--- config.mk ---
export PLATFORM = sky130hd
export DESIGN_NAME = pattern_stream_tx
export DESIGN_NICKNAME = d
export VERILOG_FILES = /design/src/rtl/pattern_stream_tx.sv
export SDC_FILE = /design/constraint.sdc
export NUM_CORES = 1
export LEC_CHECK = 0
export ABC_AREA = 1
export CAP_MARGIN = 0
export CORE_UTILIZATION = 59
export DETAILED_ROUTE_END_ITERATION = 6
export GPL_TIMING_DRIVEN = 0
export PLACE_DENSITY = 0.84
export SYNTH_ARGS = -nofsm -noshare
export SYNTH_HDL_FRONTEND = slang
export SYNTH_SLANG_ARGS = --single-unit
--- constraint.sdc ---
create_clock -name clk_i -period 3.4 [get_ports clk_i]
set_input_delay 0.34 -clock clk_i [delete_from_list [all_inputs] [get_ports clk_i]]
set_output_delay 0.34 -clock clk_i [all_outputs]
set_load 0.02 [all_outputs]
--- src/rtl/pattern_stream_tx.sv ---
// Parallel-word to MSB-first serial stream (valid_o/d_o), buffered by a small FIFO; optional golden
// pattern counter under `PATTERN_COUNT_EN. Latency: word pushed at edge k shows its MSB after edge k+1.
// Backpressure: word_ready_o drops while the FIFO is full; words queued back-to-back stream with no gap.

module pattern_stream_fifo #(
    parameter int W     = 8,
    parameter int DEPTH = 4
) (
    input  logic                       clk_i,
    input  logic                       rst_i,
    input  logic                       push,
    input  logic [W-1:0]               wdat,
    input  logic                       pop,
    output logic [W-1:0]               rdat,
    output logic                       full,
    output logic                       empty,
    output logic [$clog2(DEPTH):0]     cnt_nxt
);
    localparam int AW = $clog2(DEPTH);

    logic [W-1:0]  mem [DEPTH];
    logic [AW-1:0] wr_ptr;
    logic [AW-1:0] rd_ptr;
    logic [AW:0]   cnt;
    logic          push_ok;
    logic          pop_ok;

    assign full    = (cnt == (AW+1)'(DEPTH));
    assign empty   = (cnt == '0);
    assign push_ok = push && !full;
    assign pop_ok  = pop && !empty;
    assign rdat    = mem[rd_ptr];

    always_comb begin
        cnt_nxt = cnt;
        case ({push_ok, pop_ok})
            2'b10:   cnt_nxt = cnt + 1'b1;
            2'b01:   cnt_nxt = cnt - 1'b1;
            default: cnt_nxt = cnt;
        endcase
    end

    // Power-of-two depth lets the pointers wrap naturally.
    always_ff @(posedge clk_i or posedge rst_i) begin
        if (rst_i) begin
            wr_ptr <= '0;
            rd_ptr <= '0;
            cnt    <= '0;
        end else begin
            if (push_ok) wr_ptr <= wr_ptr + 1'b1;
            if (pop_ok)  rd_ptr <= rd_ptr + 1'b1;
            cnt <= cnt_nxt;
        end
    end

    always_ff @(posedge clk_i) begin
        if (push_ok) mem[wr_ptr] <= wdat;
    end
endmodule

module pattern_stream_tx #(
    parameter int               WORD_W     = 8,
    parameter int               FIFO_DEPTH = 4,
    parameter int               PAT_W      = 5,
    parameter logic [PAT_W-1:0] PATTERN    = 5'b10110,
    parameter int               CNT_W      = 16
) (
    input  logic              clk_i,
    input  logic              rst_i,
    input  logic              word_valid_i,
    input  logic [WORD_W-1:0] word_i,
    output logic              word_ready_o,
    output logic              valid_o,
    output logic              d_o,
    output logic              busy_o,
    output logic [CNT_W-1:0]  expected_count_o
);
    localparam int BCW = $clog2(WORD_W);
    localparam logic [BCW-1:0] LAST_BIT = BCW'(WORD_W - 1);

    typedef enum logic {IDLE, SHIFT} state_t;

    if (FIFO_DEPTH < 2 || (FIFO_DEPTH & (FIFO_DEPTH - 1)) != 0 || WORD_W < 2 ||
        PAT_W < 1 || $bits(PATTERN) != PAT_W) begin : g_bad_param
        $error("pattern_stream_tx: illegal parameter set");
    end

    state_t                   state, state_nxt;
    logic [WORD_W-1:0]        shreg, shreg_nxt;
    logic [BCW-1:0]           bit_cnt, bit_cnt_nxt;
    logic                     valid_nxt;
    logic                     d_nxt;
    logic                     busy_nxt;
    logic                     load;
    logic                     fifo_full;
    logic                     fifo_empty;
    logic [WORD_W-1:0]        fifo_rdat;
    logic [$clog2(FIFO_DEPTH):0] fifo_cnt_nxt;

    assign word_ready_o = !fifo_full;

    pattern_stream_fifo #(
        .W     (WORD_W),
        .DEPTH (FIFO_DEPTH)
    ) u_fifo (
        .clk_i   (clk_i),
        .rst_i   (rst_i),
        .push    (word_valid_i),
        .wdat    (word_i),
        .pop     (load),
        .rdat    (fifo_rdat),
        .full    (fifo_full),
        .empty   (fifo_empty),
        .cnt_nxt (fifo_cnt_nxt)
    );

    always_comb begin
        state_nxt   = state;
        shreg_nxt   = shreg;
        bit_cnt_nxt = bit_cnt;
        valid_nxt   = valid_o;
        d_nxt       = d_o;
        load        = 1'b0;
        case (state)
            IDLE: begin
                valid_nxt = 1'b0;
                d_nxt     = 1'b0;
                load      = !fifo_empty;
            end
            SHIFT: begin
                if (bit_cnt != '0) begin
                    shreg_nxt   = shreg << 1;
                    d_nxt       = shreg[WORD_W-2];
                    bit_cnt_nxt = bit_cnt - 1'b1;
                    valid_nxt   = 1'b1;
                end else if (!fifo_empty) begin
                    load = 1'b1;
                end else begin
                    state_nxt = IDLE;
                    valid_nxt = 1'b0;
                    d_nxt     = 1'b0;
                end
            end
            default: state_nxt = IDLE;
        endcase
        // Loading straight from the last bit keeps the stream gap-free.
        if (load) begin
            shreg_nxt   = fifo_rdat;
            bit_cnt_nxt = LAST_BIT;
            valid_nxt   = 1'b1;
            d_nxt       = fifo_rdat[WORD_W-1];
            state_nxt   = SHIFT;
        end
        busy_nxt = (state_nxt == SHIFT) || (fifo_cnt_nxt != '0);
    end

    always_ff @(posedge clk_i or posedge rst_i) begin
        if (rst_i) begin
            state   <= IDLE;
            shreg   <= '0;
            bit_cnt <= '0;
            valid_o <= 1'b0;
            d_o     <= 1'b0;
            busy_o  <= 1'b0;
        end else begin
            state   <= state_nxt;
            shreg   <= shreg_nxt;
            bit_cnt <= bit_cnt_nxt;
            valid_o <= valid_nxt;
            d_o     <= d_nxt;
            busy_o  <= busy_nxt;
        end
    end

`ifdef PATTERN_COUNT_EN
    localparam int FW = $clog2(PAT_W + 1);

    logic [PAT_W-1:0] win, win_nxt;
    logic [FW-1:0]    fill, fill_nxt;
    logic             hit;
    logic [CNT_W-1:0] match_cnt;

    always_comb begin
        win_nxt  = {win[PAT_W-2:0], d_o};
        fill_nxt = (fill == FW'(PAT_W)) ? fill : fill + 1'b1;
        hit      = (fill_nxt == FW'(PAT_W)) && (win_nxt == PATTERN);
    end

    // Window restarts empty after a hit so matches never share bits.
    always_ff @(posedge clk_i or posedge rst_i) begin
        if (rst_i) begin
            win       <= '0;
            fill      <= '0;
            match_cnt <= '0;
        end else if (valid_o) begin
            if (hit) begin
                win  <= '0;
                fill <= '0;
                if (match_cnt != '1) match_cnt <= match_cnt + 1'b1;
            end else begin
                win  <= win_nxt;
                fill <= fill_nxt;
            end
        end
    end

    assign expected_count_o = match_cnt;
`else
    assign expected_count_o = '0;
`endif
endmodule

==> impl_results.md, run 1 <==
- Internal: 1.38 mW
- # diodes: 0
- RSZ-0062 raised after global routing: false
- Crit path max-delay family: adder cells
- Drt wl/cell: 11.0 µm
- Nature of the critical path startpoint: register
- Leakage: 1.32 nW
- Drt total wl: 3.60 mm
- Vias: 1510
- Period utilization: 66.1%
- Crit path buf inv count: 3
- Final Hold Vio Count: 0
- Iteration-0 DRC Markers: 65
- Post-cts resize count: 0
- Layout cells sized above 1: 14.0%
- Switching Fraction: 36.5%
- Worst Path Arrival: 2.47 ns
- Core area: 4000 µm²
- Clk slew on worst S/H paths: 0.08 ns
- Slew margin rel.: 47.1%
- Largest net degree at the start of global routing: 22
- Max-Cap Viols: 0
- Top post-synthesis cells by area: edfxtp_1 (39%), dfrtp_1 (21%), nand2_1 (11%)
- Most used routing layer: met2
- Die Width: 66.4 µm
- Mean post-synth cell area: 10.2 µm²
- Psw: 795 µW
- Critical setup path kind: reg -> reg
- Number of global-route vias before repair: 1397
- Final worst path period need: 2.25 ns
- WHS: 0.485 ns
- Synth-to-Final Area Change: 15.0%
- Initial core utilization: 61.2%
- Layout Skew: 0.00415 ns
- Fillers: 295
- Sink Count: 53
- Global-route usage over all layers: 19.1%
- Cell count after synthesis: 241
- Clock Latency Late Sink: 0.30 ns
- Critical path's largest stage delay: 0.40 ns
- Worst Hold Class: reg -> reg
- Initial antenna violation count: 0
- CTS tree: yes
- Die ar.: 4410 µm²
- Worst EP required: 3.62 ns
- Worst-path maximum fanout: 10
- Pwr/cell area: 774 nW/µm²
- Vias/cell: 4.60
- Root Buffer: clkbuf_8
- Setup TNS: 0 ns
- Sequential share of the synthesized area: 60.7%
- Nets: 296
- GRT met1 Usage: 22.5%
- Final RePlAce weighted congestion: 0.803
- Max-slew violations: 0
- Setup crit end kind: register
- Num CTS Buffers: 5
- VDD IR max: 0.000428 V
- FMAX: 445 MHz
- Area share of the largest cell type after synthesis: 39.2%
- DP HPWL: 2.57 mm
- Most common cell after layout, fill and taps aside: nand2_1
- Gr ovfl total: 0
- Post-Syn Area: 2450 µm²
- Ys Warns: 0
- Drc violations: 0
- Die height: 66.4 µm
- FF+latch count, synth: 53
- Worst slew pin tran: 0.793 ns
- Most frequent cells in the layout: nand2_1 (74), edfxtp_1 (32), nand3_1 (28)
- CP Cell Sequence: inv_1 -> ha_1 -> nand2_1 -> nand2_4 -> nand2_2 -> inv_4 -> ha_1 -> inv_1 -> fa_1 -> nor2_1 -> nor2_1 -> nand2_1 -> xor2_1
- Final setup fails: 0
- Post-CTS setup buffers: 0
- # IOs: 31
- Cell accounting for the most synthesized area: edfxtp_1
- Core Rows: 23
- Status: completed
- Met2 Use GR: 32.9%
- First-pass GRT wire length: 6.04 mm
- Count of unique library cells instantiated by Yosys: 23
- Hold Buf Count CTS: 0
- GR Util met3: 4.66%
- Port Buffers: 14
- Remaining antenna violation count after routing: 0
- Comb pwr share: 38.2%
- Crit-path slowest cell: fa_1
- Register share of total power: 43.3%
- Initial DRT Pass Iterations: 4
- CTS H-tree lvls: 2
- Clock power frac: 18.6%
- Clock buffer depth: 2
==> logic make-up after synthesis <==
group / after synthesis / synth area share, %
DFF: 53 / 60.7
buffers and inverters: 49 / 10.5
and+or+nand+nor: 120 / 21.6
adders and majority gates: 8 / 4.39
other: 1 / 0.153
AOI/OAI and AO/OA: 6 / 1.23
xor gates and xnor gates: 4 / 1.43
==> worst register-to-register path, stage by stage (launching register included) <==
cell and delay, ns:
dfrtp_1 0.36, inv_1 0.11, ha_1 0.16, nand2_1 0.09
nand2_4 0.10, nand2_2 0.11, inv_4 0.13, ha_1 0.17
inv_1 0.08, fa_1 0.40, nor2_1 0.16, nor2_1 0.07
nand2_1 0.07, xor2_1 0.15
==> metal layers <==
layer	routed length, µm	share of wire (%)	vias to the layer above
li1	-	-	802
met1	1610	45	670
met2	1800	50	31
met3	134	3.7	7
met4	49	1.4	0
met5	0	0	-
==> through the flow <==
| stage | power, mW | setup WS (ns) | std cells | utilization [%] | area [µm²] |
|---|---|---|---|---|---|
| 3_3_place_gp | 1.75 | 1.37 | 320 | 67.7 | 2710 |
| 6_report | 2.18 | 1.15 | 328 | 70.4 | 2820 |
| 4_1_cts | 2.20 | 1.16 | 328 | 70.4 | 2820 |
| 5_1_grt | 2.36 | 0.969 | 328 | 70.4 | 2820 |
| 2_1_floorplan | 1.59 | 1.50 | 256 | - | 2500 |
| 3_5_place_dp | 1.79 | 1.19 | 320 | 67.7 | 2710 |
==> power by group through the flow <==
stage	combinational, mW	clock (mW)	sequential [mW]
after floorplan	0.638	0	0.950
after global placement	0.800	0	0.953
after detailed placement	0.833	0	0.958
after CTS	0.841	0.412	0.945
after global routing	0.964	0.431	0.961
final	0.832	0.404	0.943
==> flip-flops by register name, summed over array words and instances (netlist names) <==
| signal | count |
|---|---|
| d_o | 1 |
| bit_cnt | 3 |
| shreg | 7 |
| valid_o | 1 |
| u_fifo.cnt | 3 |
| u_fifo.mem | 32 |
| busy_o | 1 |
| u_fifo.rd_ptr | 2 |
| state | 1 |
| u_fifo.wr_ptr | 2 |
==> final timing paths <==
| path | start | end | slack (ns) | cells past startpoint |
|---|---|---|---|---|
| hold reg to reg | shreg[6] | d_o | 0.48 | 2 |
| setup / recovery | bit_cnt[0] | u_fifo.cnt[2] | 1.15 | 13 |
| hold / removal | shreg[6] | d_o | 0.48 | 2 |
| setup reg to reg | bit_cnt[0] | u_fifo.cnt[2] | 1.15 | 13 |
| min in group asynchronous | rst_i | d_o | 0.49 | 2 |
| max in group asynchronous | rst_i | u_fifo.rd_ptr[0] | 2.42 | 2 |
==> area by class of cell <==
cell class | count | area (µm²) | share of cell area (%)
sequential | 53 | 1490 | 52.8
inverter | 28 | 108 | 3.82
clock inverter | 2 | 35.0 | 1.24
clock buffer | 6 | 72.6 | 2.58
tap | 50 | 62.6 | 2.22
buffer | 21 | 150 | 5.33
timing repair buffer | 14 | 140 | 4.98
multi-input combinational | 154 | 761 | 27.0
==> cells in the mapped netlist, drive strengths merged <==
cell and count:
inv 27, dfrtp 21, nand3 28, edfxtp 32, ha 7, conb 1
o21ai 5, buf 21, xor2 3, clkinv 1, nor2 8, fa 1
or2 5, a21oi 1, xnor2 1, nand2 79
(Power assumes the default switching activity.)
==> run 2: changes to the inputs <==
- CORE_UTILIZATION: 59 -> 49
- PLACE_DENSITY: 0.84 -> 0.75
- clock period: 3.4 -> 2.05 ns (I/O delays scaled with it)
==> run 2 against run 1 <==
Net effect: non-clock buffer count increased by 1; sequential share of layout area shrank 1.1 points; global-route usage down 2.4 points; clock skew rose by 0.0039 ns; worst setup slack lost 1.0 ns; critical endpoint unchanged; largest cell class unchanged; largest power group unchanged.
==> impl_results.md, run 2 (synthesis results as in run 1) <==
- Pwr/cell area: 1320 nW/µm² (+71%)
- Final worst path period need: 1.92 ns (-0.324 ns)
- Initial antenna violation count: 0 (unchanged)
- Critical path's largest stage delay: 0.39 ns (about the same)
- Die Width: 72.7 µm (+9.4%)
- Vias: 1538 (+1.9%)
- Sink Count: 53 (unchanged)
- Root Buffer: clkbuf_8
- Crit path max-delay family: adder cells
- Clk slew on worst S/H paths: 0.10 ns (+0.02 ns)
- Die height: 72.7 µm (+9.4%)
- Max-Cap Viols: 0 (unchanged)
- Critical setup path kind: reg -> reg
- Period utilization: 93.8% (+28 points)
- Setup TNS: 0 ns (unchanged)
- Status: completed
- Drt total wl: 3.79 mm (+5.3%)
- Crit. Startpoint: bit_cnt[0]
- Iteration-0 DRC Markers: 66 (+1.5%)
- VDD IR max: 0.000960 V (+120%)
- Die ar.: 5280 µm² (+20%)
- Crit-path slowest cell: dfrtp_1
- Clock buffer depth: 2 (unchanged)
- Synth-to-Final Area Change: 17.5%
- Placed inst area: 2730 µm² (+0.79%)
- Drc violations: 0 (unchanged)
- Pre-CTS setup slack: -0.0407 ns (-1.23 ns)
- Core Rows: 25 (+8.7%)
- Nets: 297 (+0.34%)
- Worst Hold Class: in -> async
- WHS: 0.337 ns (-0.148 ns)
- Layout cells sized above 1: 15.4% (+1.4 points)
- Final RePlAce weighted congestion: 0.722 (-10%)
- Post-route cell area: 2880 µm² (+2.2%)
- Port Buffers: 14 (unchanged)
- Top Registers: u_fifo.mem: 32 flops, shreg: 7 flops
- Gr ovfl total: 0 (unchanged)
- Leakage: 1.34 nW (+1.2%)
- Worst setup margin: 0.128 ns (-1.03 ns)
- Worst Path Arrival: 2.16 ns (-0.31 ns)
- RSZ-0062 raised after global routing: false
- CTS tree: yes
- CTS H-tree lvls: 2 (unchanged)
- Worst-path maximum fanout: 4 (-6)
- Vias/cell: 4.45 (-3.4%)
- Final setup fails: 0 (unchanged)
- Nature of the critical path startpoint: register
- Final Hold Vio Count: 0 (unchanged)
- Global-route usage over all layers: 16.7% (-2.4 points)
- Setup crit end kind: register
- Largest register FFs: 32 (unchanged)
- Number of global-route vias before repair: 1435 (+2.7%)
- CP Cell Sequence: inv_2 -> ha_1 -> nand2_1 -> nand2_4 -> nand2_4 -> inv_4 -> ha_1 -> inv_1 -> fa_2 -> nor2_1 -> nor2_1 -> nand2_1 -> xor2_1
- Most common cell after layout, fill and taps aside: nand2_1
- Hold Buf Count CTS: 0 (unchanged)
- Initial core utilization: 51.5% (-9.7 points)
- Worst slew pin tran: 0.847 ns (+0.0534 ns)
- Drt wl/cell: 10.9 µm (-0.14%)
- Reg2reg start: bit_cnt[0]
- First-pass GRT wire length: 6.48 mm (+7.3%)
- # diodes: 0 (unchanged)
- Core area: 4750 µm² (+19%)
- Total Power: 3.81 mW (+75%)
- Num CTS Buffers: 5 (unchanged)
- Worst EP required: 2.29 ns (-1.33 ns)
- Remaining antenna violation count after routing: 0 (unchanged)
- Slew margin rel.: 43.3% (-3.7 points)
- DP HPWL: 2.62 mm (+2.0%)
- Clock Latency Late Sink: 0.31 ns (about the same)
- Crit path buf inv count: 3 (unchanged)
- Initial DRT Pass Iterations: 4 (unchanged)
- Largest net degree at the start of global routing: 22 (unchanged)
- # IOs: 31 (unchanged)
- Top reg by flops: u_fifo.mem
- Max-slew violations: 0 (unchanged)
- FMAX: 520 MHz (+17%)
- Most frequent cells in the layout: nand2_1 (74), edfxtp_1 (32), nand3_1 (28)
- Layout Skew: 0.00808 ns (+0.00393 ns)
## run 2: changes by cell type in the layout (fill, tap and decap cells not counted), sizes merged
cell      change
clkinv        -1
bufinv        +1
clkinvlp      +1
clkbuf        -1
buf           +1
## run 2: metrics by stage
stage / cells / utilization, %
floorplan: 256 / -
global placement: 337 / 57.4
detailed placement: 337 / 57.4
CTS: 346 / 60.4
global route: 346 / 60.5
finish: 346 / 60.5
## run 2: cell type report
class	instances	area [µm²]
plain buffers	21	150
well taps	67	83.8
multi-input cells	154	768
repair buffers	15	148
clock inverters	3	65.1
flip-flops and latches	53	1490
clock buffers	5	68.8
fillers	419	1880
inverters	28	108
## run 2: path summary, 6_finish.rpt
kind,to,slack [ns],cells after the start
max reg2reg,u_fifo.cnt[2],0.13,13
max,u_fifo.cnt[2],0.13,13
min,u_fifo.cnt[1],0.34,2
min in group clk_i,d_o,0.48,2
max in group asynchronous,shreg[0],1.21,2
min reg2reg,d_o,0.48,2
## run 2: repair_timing
item / CTS / global route
setup buffers: 1 / 0
cloned: 0 / 0
pin swaps: 0 / 2
endpoints found under the setup margin: 1 / 1
gates resized for setup: 0 / 3
## run 2: routing by layer
layer  global-route usage [%]  routed length (µm)  up-vias  share of wire, %
li1                         -                   -      806                 -
met2                     29.1                1910       36                50
met5                        0                   0        -                 0
met4                     4.58                  43        0               1.1
met1                     20.5                1660      691                44
met3                     4.56                 169        5               4.5
## run 2: power by group
part           internal, mW  switching [mW]
Sequential             1.45           0.121
Combinational         0.505           0.916
Clock                 0.484           0.335
==> run 3: changes to the inputs <==
- CORE_UTILIZATION: 49 -> 55
- PLACE_DENSITY: 0.75 -> not set
- PLACE_DENSITY_LB_ADDON: not set -> 0.1
- clock period: 2.05 -> 2 ns (I/O delays scaled with it)
==> run 3 against run 2 <==
Net effect: register-to-register slack worse by 0.02 ns; first-iteration DRC count up 44%; cell area down 1.7%; largest cell class unchanged; critical path depth unchanged; fmax up 1.7%; wire length up 1.8%.
==> impl_results.md, run 3 (synthesis results as in run 1) <==
- Iteration-0 DRC Markers: 95 (+44%)
- Pre-CTS setup slack: -0.0984 ns (-0.0577 ns)
- Nature of the critical path startpoint: register
- Core area: 4140 µm² (-13%)
- # diodes: 0 (unchanged)
- Pwr/cell area: 1300 nW/µm² (-1.8%)
- Sink Count: 53 (unchanged)
- Drc violations: 0 (unchanged)
- Global-route usage over all layers: 19.3% (+2.6 points)
- Max-slew violations: 0 (unchanged)
- Most frequent cells in the layout: nand2_1 (73), edfxtp_1 (32), nand3_1 (28)
- Top Registers: u_fifo.mem: 32 flops, shreg: 7 flops
- Drt wl/cell: 11.6 µm (+6.4%)
- Worst EP required: 2.23 ns (-0.06 ns)
- Final worst path period need: 1.89 ns (-0.0331 ns)
- VDD IR max: 0.000712 V (-26%)
- Initial antenna violation count: 0 (unchanged)
- Final setup fails: 0 (unchanged)
- CTS H-tree lvls: 2 (unchanged)
- Clock buffer depth: 2 (unchanged)
- Gr ovfl total: 0 (unchanged)
- Status: completed
- Setup crit end kind: register
- Clk slew on worst S/H paths: 0.09 ns (about the same)
- Layout Skew: 0.00798 ns (-0.0000947 ns)
- Root Buffer: clkbuf_8
- Worst Hold Class: in -> async
- CTS tree: yes
- RSZ-0062 raised after global routing: false
- Worst Path Arrival: 2.12 ns (-0.04 ns)
- WHS: 0.346 ns (+0.00974 ns)
- Initial DRT Pass Iterations: 4 (unchanged)
- First-pass GRT wire length: 6.27 mm (-3.2%)
- # IOs: 31 (unchanged)
- Critical setup path kind: reg -> reg
- Final core occ: 68.3% (+7.8 points)
- Clock Latency Late Sink: 0.30 ns (about the same)
- Port Buffers: 14 (unchanged)
- Synth-to-Final Area Change: 15.6%
- Number of global-route vias before repair: 1393 (-2.9%)
- Worst setup margin: 0.111 ns (-0.0169 ns)
- Largest register FFs: 32 (unchanged)
- Largest net degree at the start of global routing: 22 (unchanged)
- Most common cell after layout, fill and taps aside: nand2_1
- Drt total wl: 3.86 mm (+1.8%)
- Final RePlAce weighted congestion: 0.731 (+1.4%)
- Layout cells sized above 1: 17.1% (+1.7 points)
- DP HPWL: 2.62 mm (-0.15%)
- Vias/cell: 4.74 (+6.6%)
- Top reg by flops: u_fifo.mem
- Die ar.: 4720 µm² (-11%)
- Final Hold Vio Count: 0 (unchanged)
- Initial core utilization: 59.1% (+7.6 points)
- Nets: 299 (+0.67%)
- Period utilization: 94.5% (+0.69 points)
- Worst-path maximum fanout: 4 (unchanged)
- Die height: 68.7 µm (-5.5%)
- Vias: 1569 (+2.0%)
- Remaining antenna violation count after routing: 0 (unchanged)
- Worst slew pin tran: 0.799 ns (-0.0481 ns)
- Max-Cap Viols: 0 (unchanged)
- Die Width: 68.7 µm (-5.5%)
- Slew margin rel.: 46.7% (+3.4 points)
- Num CTS Buffers: 5 (unchanged)
- Fillers: 337 (-20%)
- FMAX: 529 MHz (+1.7%)
- Core Rows: 23 (-8.0%)
- Leakage: 1.32 nW (-1.1%)
run 3: critical path, cell delays in order (launching register included):
cell and delay [ns]:
dfrtp_1 0.40, inv_2 0.07, ha_2 0.16, nand2_2 0.06, nand2_4 0.09, nand2_4 0.07, inv_4 0.06, ha_2 0.16
inv_2 0.05, fa_2 0.33, nor2_1 0.10, nor2_1 0.05, nand2_1 0.07, xor2_1 0.14
run 3: final cells by class:
type | instances | area, µm² | area share [%]
flip-flops and latches | 53 | 1490 | 52.5
multi-input cells | 154 | 776 | 27.4
repair buffers | 17 | 163 | 5.75
plain buffers | 21 | 150 | 5.31
inverters | 28 | 108 | 3.80
clock buffers | 5 | 68.8 | 2.43
well taps | 50 | 62.6 | 2.21
clock inverters | 3 | 16.3 | 0.575
run 3: worst paths after layout:
check	startpoint	cells past startpoint	slack, ns	to
hold / removal	rst_i	2	0.35	bit_cnt[1]
setup / recovery	bit_cnt[1]	13	0.11	u_fifo.cnt[2]
setup reg to reg	bit_cnt[1]	13	0.11	u_fifo.cnt[2]
hold reg to reg	shreg[6]	2	0.49	d_o
max in group asynchronous	rst_i	2	1.15	u_fifo.wr_ptr[1]
min in group clk_i	shreg[6]	2	0.49	d_o
run 3: stage by stage:
stage                     cell area (µm²)  instances  TNS (ns)  power, mW
after floorplan                      2500        256         0       2.70
after global placement               2710        320   -0.0416       3.01
after detailed placement             2710        320   -0.0984       3.05
after global routing                 2830        331         0       3.99
final                                2830        331         0       3.68
after CTS                            2810        329         0       3.64
run 3: layer usage:
metal | track usage [%] | share of wire [%]
met2 | 33.3 | 50
met4 | 6.89 | 1.4
met5 | 0 | 0
met1 | 22.9 | 45
met3 | 5.43 | 4.1
run 3: power by group:
part / switching (mW) / internal (mW)
clock: 0.331 / 0.243
combinational: 0.946 / 0.548
sequential: 0.126 / 1.48
run 3: repair_timing:
action	CTS	global route
gates cloned	0	0
setup endpoints to repair	1	1
resized for setup	2	6
pin swaps	0	2
hold buffers	0	0
setup buffers	1	2
